File: src/rtl/alu_wb.sv
// ALU writeback stage: two-entry in-order result buffer that retires into a
// four-entry register file and a {V, E, C} flags register.

package alu_wb_pkg;
  localparam int unsigned RES_W    = 12;
  localparam int unsigned DEST_W   = 2;
  localparam int unsigned NUM_REGS = 4;
  localparam int unsigned FLAG_W   = 3;
  localparam int unsigned CNT_W    = 16;
  localparam int unsigned PEND_W   = 2;

  // One buffered ALU result awaiting retirement
  typedef struct packed {
    logic [RES_W-1:0]  result;
    logic              carry;
    logic              equ;
    logic              ovf;
    logic [DEST_W-1:0] dest;
    logic              flag_we;
  } wb_entry_t;
endpackage

module alu_wb
  import alu_wb_pkg::*;
(
  input  logic                clk,
  input  logic                rst,
  input  logic                in_valid,
  output logic                in_ready,
  input  logic [RES_W-1:0]    in_result,
  input  logic                in_carry,
  input  logic                in_equ,
  input  logic                in_ovf,
  input  logic [DEST_W-1:0]   in_dest,
  input  logic                in_flag_we,
  input  logic                commit_en,
  input  logic [DEST_W-1:0]   rd_a_idx,
  input  logic [DEST_W-1:0]   rd_b_idx,
  output logic [RES_W-1:0]    rd_a,
  output logic [RES_W-1:0]    rd_b,
  output logic                carry_fb,
  output logic [FLAG_W-1:0]   flags,
  output logic [PEND_W-1:0]   pending,
  output logic [CNT_W-1:0]    commit_count
);

  typedef enum logic [1:0] {
    EMPTY = 2'd0,
    ONE   = 2'd1,
    FULL  = 2'd2
  } state_e;

  state_e            state_q, state_d;
  wb_entry_t         slot0_q, slot0_d;   // oldest entry
  wb_entry_t         slot1_q, slot1_d;   // younger entry, valid only in FULL
  logic [RES_W-1:0]  regs_q [NUM_REGS];
  logic [RES_W-1:0]  regs_d [NUM_REGS];
  logic [FLAG_W-1:0] flags_q, flags_d;
  logic [CNT_W-1:0]  count_q, count_d;

  wb_entry_t         new_entry;
  logic              accept;
  logic              retire;

  // Next-state, buffer movement and retirement into architectural state
  always_comb begin
    state_d  = state_q;
    slot0_d  = slot0_q;
    slot1_d  = slot1_q;
    regs_d   = regs_q;
    flags_d  = flags_q;
    count_d  = count_q;
    in_ready = 1'b0;
    pending  = PEND_W'(0);

    new_entry = '{result:  in_result,
                  carry:   in_carry,
                  equ:     in_equ,
                  ovf:     in_ovf,
                  dest:    in_dest,
                  flag_we: in_flag_we};

    in_ready = (state_q != FULL);
    accept   = in_valid && in_ready;
    retire   = commit_en && (state_q != EMPTY);

    if (retire) begin
      regs_d[slot0_q.dest] = slot0_q.result;
      if (slot0_q.flag_we) begin
        flags_d = {slot0_q.ovf, slot0_q.equ, slot0_q.carry};
      end
      count_d = count_q + CNT_W'(1);
    end

    case (state_q)
      EMPTY: begin
        pending = PEND_W'(0);
        if (accept) begin
          slot0_d = new_entry;
          state_d = ONE;
        end
      end
      ONE: begin
        pending = PEND_W'(1);
        if (accept && retire) begin
          slot0_d = new_entry;
        end else if (accept) begin
          slot1_d = new_entry;
          state_d = FULL;
        end else if (retire) begin
          state_d = EMPTY;
        end
      end
      FULL: begin
        pending = PEND_W'(2);
        if (retire) begin
          slot0_d = slot1_q;
          state_d = ONE;
        end
      end
      default: begin
        state_d = EMPTY;
      end
    endcase
  end

  // State, buffer and architectural registers; reset discards buffered entries
  always_ff @(posedge clk or posedge rst) begin
    if (rst) begin
      state_q <= EMPTY;
      slot0_q <= '0;
      slot1_q <= '0;
      flags_q <= '0;
      count_q <= '0;
      for (int i = 0; i < NUM_REGS; i++) begin
        regs_q[i] <= '0;
      end
    end else begin
      state_q <= state_d;
      slot0_q <= slot0_d;
      slot1_q <= slot1_d;
      flags_q <= flags_d;
      count_q <= count_d;
      for (int i = 0; i < NUM_REGS; i++) begin
        regs_q[i] <= regs_d[i];
      end
    end
  end

  // Committed-state read ports; no bypass from buffered entries
  always_comb begin
    rd_a         = regs_q[rd_a_idx];
    rd_b         = regs_q[rd_b_idx];
    flags        = flags_q;
    carry_fb     = flags_q[0];
    commit_count = count_q;
  end

endmodule

File: config.mk
export PLATFORM = sky130hd
export DESIGN_NAME = alu_wb
export DESIGN_NICKNAME = d
export VERILOG_FILES = /design/src/rtl/alu_wb.sv
export SDC_FILE = /design/constraint.sdc
export NUM_CORES = 1
export LEC_CHECK = 0
export CORE_MARGIN = 2
export CORE_UTILIZATION = 54
export DETAILED_ROUTE_END_ITERATION = 10
export PLACE_DENSITY = 0.86
export RECOVER_POWER = 100
export SLEW_MARGIN = 20
export SYNTH_ARGS = -nofsm -noshare
export SYNTH_HDL_FRONTEND = slang
export SYNTH_SLANG_ARGS = --single-unit
File: constraint.sdc
create_clock -name clk -period 3.45 [get_ports clk]
set_clock_uncertainty 0.05 [all_clocks]
set_input_delay 0.345 -clock clk [delete_from_list [all_inputs] [get_ports clk]]
set_output_delay 0.345 -clock clk [all_outputs]
set_load 0.1 [all_outputs]
After elaboration in Yosys (flattened, before gate mapping). Cells that the tools add are included. Widths: inputs -> output; s select.

Output and inout port bits: 47. Input bits: 26. Latch bits: 0. Memories: 0. Register bits: 105. Memory bits (writable): 0. Word-level logic and storage cells: 67. Bits in read-only memories: 0.

Reduce and logical (&&, ||, !) cells: 11. Mux-type cells: 20. Eq/ne operators: 8. Add/subtract/negate cells: 1. Magnitude comparators: 4. $mul: 0. Shift-type cells: 0. Bitwise operators: 4. Div/mod/pow operators: 0.

Operators with widths (count): $mux 12 (5); $mux 18 (3); $pmux 18 s3 (1); $bmux 12 s2 (2); $bwmux 48 (1); $demux 12 s2 (1); $add 16x1->16 const B (1); $mux 2 (5); $ne 2x2->1 const B (5); $ge 3x3->1 const B (3); $not 2->3 (3); $reduce_and 4->1 (2); $pmux 2 s3 (1); $logic_and 1x1->1 (4); $pmux 2 s2 (1); $lt 3x1->1 const B (1); $ne 3x3->1 const B (1); $reduce_and 3->1 (1); $reduce_bool 3->1 (1); $eq 2x1->1 const B (1); $eq 2x2->1 const B (1); $logic_not 2->1 (1); $reduce_and 2->1 (1); $reduce_bool 2->1 (1); $not 1->1 (1).

Longest topological paths before layout.
Word-level depth: 6. Mapped depth: 6. Depth with buffers taken out: 4.

Worst setup path after synthesis. No wires, ideal clock.

Path type: register to register. From: register state_q[0]. To: register slot0_q[0] (netlist bit). Setup time: 0.126 ns. Arrival: 2.210 ns. Clock period less this slack: 2.386 ns. Slack: 1.064 ns. Path buffers: 1. Cell stages (with the launch flop): 6. Data required time: 3.274 ns. Cell sequence: dfrtp_1 > nand2b_1 > inv_4 > buf_4 > mux2i_1 > a21oi_1.

Cells in the longest elaborated chain, start to end: 5. Elaborated cells between the ends (all ways): 14. Those cells by class: eq/ne (6); mux (1); reduce/logical (7).

Ends and longest elaborated chain: start, declared (RTL line 53) `state_e state_q, state_d;`; start signal, assigned (RTL line 139) `state_q <= state_d;`; $ne 2x2->1 * (RTL line 83) `in_ready = (state_q != FULL);`; net in_ready (RTL line 29) `output logic in_ready,`; $logic_and 1x1->1 * (RTL line 84) `accept = in_valid && in_ready;`; $logic_and 1x1->1 (RTL line 105) `if (accept && retire) begin`; $ne 2x2->1 (no line); $reduce_and 4->1 (no line) *; end signal, assigned (RTL line 140) `slot0_q <= slot0_d;`; end, declared (RTL line 54) `wb_entry_t slot0_q, slot0_d;`.

Mark *: on every way through the listed nets, which the timed path passes. The rest lies on a longest branch. A chain may end at the register's enable or synchronous reset.

Final worst setup path.
From: input rd_b_idx[1]. To: output rd_b[10].

Cells in the longest elaborated chain, start to end: 4.

Ends and longest elaborated chain: start, declared (RTL line 38) `input logic [DEST_W-1:0] rd_b_idx,`; $not 2->3 (not written as such) (RTL line 153) `rd_b = regs_q[rd_b_idx];`; $bmux 12 s2 (RTL line 153); $mux 12 (not written as such) (2 in series) (RTL line 153); end, declared (RTL line 40) `output logic [RES_W-1:0] rd_b,`.

No other way between the ends. The select of a mux whose other input is x is not followed.

==> flow_metrics.env <==
export IMPL_grt_pass1_wl_um=15700
export IMPL_cp_arrival_ns=2.58
export IMPL_ys_flop_type="dfrtp_1"
export IMPL_drc_errors=0
export IMPL_multiInputGateArea_um2=2050
export IMPL_syn_nets=356
export IMPL_layout_drive_gt1_share=0.240
export IMPL_regArea_um2=2630
export IMPL_clk_pin_slew_worst_paths_ns=0.09
export IMPL_viasPerCell=5.79
export IMPL_drt_pass1_iter_count=4
export IMPL_grt_pass1_vias=3053
export IMPL_htree_levels=3
export IMPL_crit_fanout=12
export IMPL_insertedDiodeCount=0
export IMPL_antenna_left=0
export IMPL_hpwl_um=6330
export IMPL_synth_top_cell_area_share=0.532
export IMPL_crit_type="in2out"
export IMPL_numCtsBuffers=9
export IMPL_holdBufCountCts=0
export IMPL_synth_area_leaders="dfrtp_1 53%, mux4_2 11%, mux2_2 10%"
export IMPL_area_growth_pct=14.1
export IMPL_antenna_found_initial=0
export IMPL_overflow=0
export IMPL_synth_edf_count=0
export IMPL_start_util=0.561
export IMPL_place_congestion=0.764
export IMPL_grt_usage=0.202
export IMPL_ioPinCount=73
export IMPL_postCtsSetupBuffers=0
export IMPL_fin_crit_ns=2.97
export IMPL_cts_root_buf="clkbuf_8"
export IMPL_fmaxAchievable_mhz=336
export IMPL_core_area_um2=8810
export IMPL_cts_tree="built"
export IMPL_n_fill_cell=692
export IMPL_status="complete, but fails checks"
export IMPL_critPathMaxStageDelay_ns=0.99
export IMPL_slew_violations=47
export IMPL_grt_max_degree=61
export IMPL_drtIter0Drc=107
export IMPL_cp_slowest_cell="dlygate4sd3_1"
export IMPL_hold_ws_ns=0.423
export IMPL_rsz0062_at_grt="no"
export IMPL_slew_headroom=-0.331
export IMPL_synth_most_common_cell="dfrtp_1"
export IMPL_ys_seq_area_frac=0.532
export IMPL_synth_common_cells="105 x dfrtp_1, 44 x mux2_2, 24 x mux4_2"
export IMPL_worstSetupStartpointType="input port"
export IMPL_dr_total_vias=2971
export IMPL_drt_wl_total_um=9360
export IMPL_cts_sinks=105
export IMPL_port_buffers=72
export IMPL_yosysTopAreaCell="dfrtp_1"
export IMPL_dieArea_um2=9930
export IMPL_tightest_slew_ns=1.99
export IMPL_wl_per_cell_um=18.2
export IMPL_fin_crit_sh=0.862
export IMPL_syn_area_per_cell_um2=15.0
export IMPL_cp_cell_sequence="dlygate4sd3_1 -> mux4_2 -> clkbuf_1"
export IMPL_die_h_um=99.7
export IMPL_synth_warnings=0
export IMPL_die_w_um=99.7
export IMPL_nets=427
export IMPL_async_flop_share=1.00
export IMPL_synth_seq_cells=105
export IMPL_hold_viol=0
export IMPL_cts_repair_resized=0
export IMPL_setup_violations=0
export IMPL_cts_buffer_depth=2
export IMPL_maxCapViolations=1
export IMPL_endpoint_kind="primary output"
export IMPL_yosysUniqueCellTypes=38
export IMPL_syn_area_um2=4940
export IMPL_violations="capacitance limit, slew limit"
export IMPL_synthCells=329
export IMPL_clkLatencyLatePin_ns=0.36
export IMPL_rows=34
export IMPL_worstPathRequired_ns=3.05
export IMPL_finalSetupTns_ns=0
export IMPL_hold_class="reg2reg"
[worst max-delay path: cells and delay by family]
kind / cells / cell delay, ns
buffers and inverters: 2 / 1.86
multiplexers: 1 / 0.36
[per-layer routing]
| metal | track usage | share of wire | routed length [um] | vias up |
|---|---|---|---|---|
| li1 | - | - | - | 1346 |
| met1 | 0.277 | 0.43 | 4050 | 1545 |
| met2 | 0.321 | 0.51 | 4750 | 69 |
| met3 | 0.0562 | 0.049 | 458 | 11 |
| met4 | 0.0548 | 0.010 | 96 | 0 |
| met5 | 0 | 0 | 0 | - |
[through the flow]
step	setup slack, ns	std cells	instance area, um^2	utilization
global placement	1.07	497	5640	0.640
finish	0.478	513	5640	0.640
CTS	0.804	513	5840	0.663
global route	0.372	513	5640	0.640
detailed placement	1.00	497	5640	0.640
floorplan	0.294	329	4940	-
[state kept, by name, indices dropped and copies added (netlist names)]
name / count
flags: 3
regs_q: 48
slot0_q: 18
slot1_q: 18
state_q: 2
commit_count: 16
[layout make-up]
class                           instances  share of cell area
Inverter                                3             0.00266
Clock buffer                            9              0.0220
Multi-Input combinational cell        204               0.364
Sequential cell                       105               0.466
Tap cell                              108              0.0240
Clock inverter                          7              0.0138
Timing Repair Buffer                   77               0.107
[final timing paths]
path | from | end | slack (ns) | depth (start not counted)
worst min register to register | commit_count[15] | commit_count[15] | 0.42 | 1
worst max-delay path | rd_b_idx[1] | rd_b[10] | 0.48 | 3
max in group asynchronous | rst | regs_q[15] | 0.81 | 3
worst min-delay path | commit_count[15] | commit_count[15] | 0.42 | 1
worst max register to register | state_q[0] | regs_q[35] | 1.03 | 4
min in group asynchronous | rst | state_q[0] | 0.88 | 2
[placed cells by master, fill, tap and decap left out, types with 2 or more instances in the layout]
| cell type | count |
|---|---|
| mux4_2 | 24 |
| a21oi_1 | 19 |
| clkdlybuf4s50_1 | 21 |
| nand2_1 | 7 |
| dlygate4sd3_1 | 26 |
| mux2_1 | 23 |
| nand3_1 | 6 |
| and3_1 | 2 |
| nor3b_1 | 2 |
| mux2_2 | 46 |
| clkbuf_8 | 9 |
| inv_6 | 3 |
| clkbuf_1 | 24 |
| xnor2_1 | 14 |
| buf_4 | 5 |
| dfrtp_1 | 105 |
| nor2_1 | 22 |
| mux2i_1 | 19 |
| nand4_1 | 5 |
[cells by family (layout without fill, tap and decap cells)]
kind of cell    Yosys count  count (layout)  share of synthesized area
compound gates           23              23                     0.0256
xor+xnor                 15              15                     0.0266
fa+ha+maj                 1               1                    0.00253
buf+inv                  20              96                     0.0334
flops                   105             105                      0.532
mux                     113             113                      0.323
simple gates             52              52                     0.0575
Power is left out: the tool's default activity adds up to more than one toggle a clock period on the data nets, which glitch-free logic cannot reach.
==> patch (same flow settings) <==
The 3 states of `state_e` get a one-hot encoding in 3 bits.
--- a/src/rtl/alu_wb.sv
+++ b/src/rtl/alu_wb.sv
@@ -44,10 +44,10 @@
   output logic [CNT_W-1:0]    commit_count
 );
 
-  typedef enum logic [1:0] {
-    EMPTY = 2'd0,
-    ONE   = 2'd1,
-    FULL  = 2'd2
+  typedef enum logic [2:0] {
+    EMPTY = 3'b001,
+    ONE   = 3'b010,
+    FULL  = 3'b100
   } state_e;
 
   state_e            state_q, state_d;
Behaviour: same outputs for any inputs over 4 cycles, from zero or initial values and one cycle with rst high; so few cycles prove little.
==> patch against the original RTL <==
  * The flow still finishes with violations (capacitance limit, slew limit)
  * Cell area increased by 3.2%
  * Global-route usage is 0.46 points lower
  * Sequential cell count grew 1
  * Synthesized area is 4.2% higher
  * Setup slack improved by 0.084 ns
  * Critical path depth is 1 higher
  * Routed wire length increased by 0.87%
  * Critical path type unchanged
  * Largest cell class unchanged
  * Highest routed layer unchanged
==> patch: results (changes against the original RTL) <==
status=complete, but fails checks; violated checks=capacitance limit, slew limit; P_leak=2.58 nW; placed cell count=530 (+6.6%); register area share after synthesis=51.5% (-1.6 points); fill cell count=755 (+9.1%); Post-synth top cells=dfrtp_1 (105), mux2_4 (40), mux2_2 (29); worst vdd ir=707 uV; Post-Syn Instances=344 (+4.6%); nets@finish=439 (+2.8%); Worst setup endpoint=rd_b[8]; DRT Pass-1 Iters=5 (+1); Post-Route WL=9440 um (+0.87%); Critical R2R Launch=state_q[0]; first-pass GRT wire length=15,600 um (-0.57%); buffer levels on the longest clock path=2 (unchanged); CTS root buf=clkbuf_8; Worst-Skew Late Latency=0.35 ns; CP Max Fanout=7 (-5); Least-Margin Pin Slew=2.21 ns (+0.227 ns); number of global-route vias before repair=3,072 (+0.62%); max-cap violations=2 (+1); Vias per Instance=5.47 (-5.5%); Reg clk slew, reported paths=0.09 ns (about the same); layout cells sized above 1=21.4% (-2.6 points); fin. max-slew vios=80 (+70%); final worst path period share=83.7% (-2.4 points); GP Congestion=0.749 (-2.0%); 1st-iter DRT viols=63 (-41%); Worst Path Arrival=2.49 ns (-0.09 ns); crit path from=rd_b_idx[0]; critical path's largest stage delay=0.79 ns (-0.20 ns); Layout Cells excl Fill=545 (+6.2%); fraction of the mapped netlist area in adder cells=0.243% (-0.010 points); Tot GR Track Use=19.7% (-0.46 points); flop2flop setup slack=0.75 ns (-0.28 ns); Compound-Gate Fraction of Synth Area=2.60% (+0.042 points); pre-CTS setup slack=0.892 ns (-0.109 ns); Net Count, Synth=371 (+4.2%); Synth Area in XOR/XNOR=2.55% (-0.11 points); CP max-delay cell=dlygate4sd3_1
patch: changes by cell type in the layout (fill, tap and decap cells not counted), sizes merged, moves of 11 or more:
cell and delta:
o21ai +19, clkbuf -11, a21oi -19, nand2 +19
nor2 -19, buf +13
patch: layer usage:
| metal | global-route usage [%] | vias to the layer above | routed length (um) |
|---|---|---|---|
| met5 | 0 | - | 0 |
| met4 | 3.43 | 0 | 59 |
| met3 | 5.73 | 5 | 438 |
| met2 | 34.4 | 68 | 4760 |
| met1 | 24.8 | 1515 | 4180 |
| li1 | - | 1395 | - |
patch: per-stage QoR:
step	cell area [um2]	hold WS, ns
detailed placement	5860	0.413
global route	5820	0.446
floorplan	5150	0.402
finish	5820	0.419
global placement	5860	0.407
CTS	6050	0.425
patch: layout make-up:
cell class	count	area, um2	share of cell area [%]
tap	129	161	2.77
clock buffer	13	149	2.56
inverter	4	15.0	0.258
clock inverter	2	37.5	0.645
multi-input combinational	216	2140	36.9
timing repair buffer	75	656	11.3
sequential	106	2650	45.6
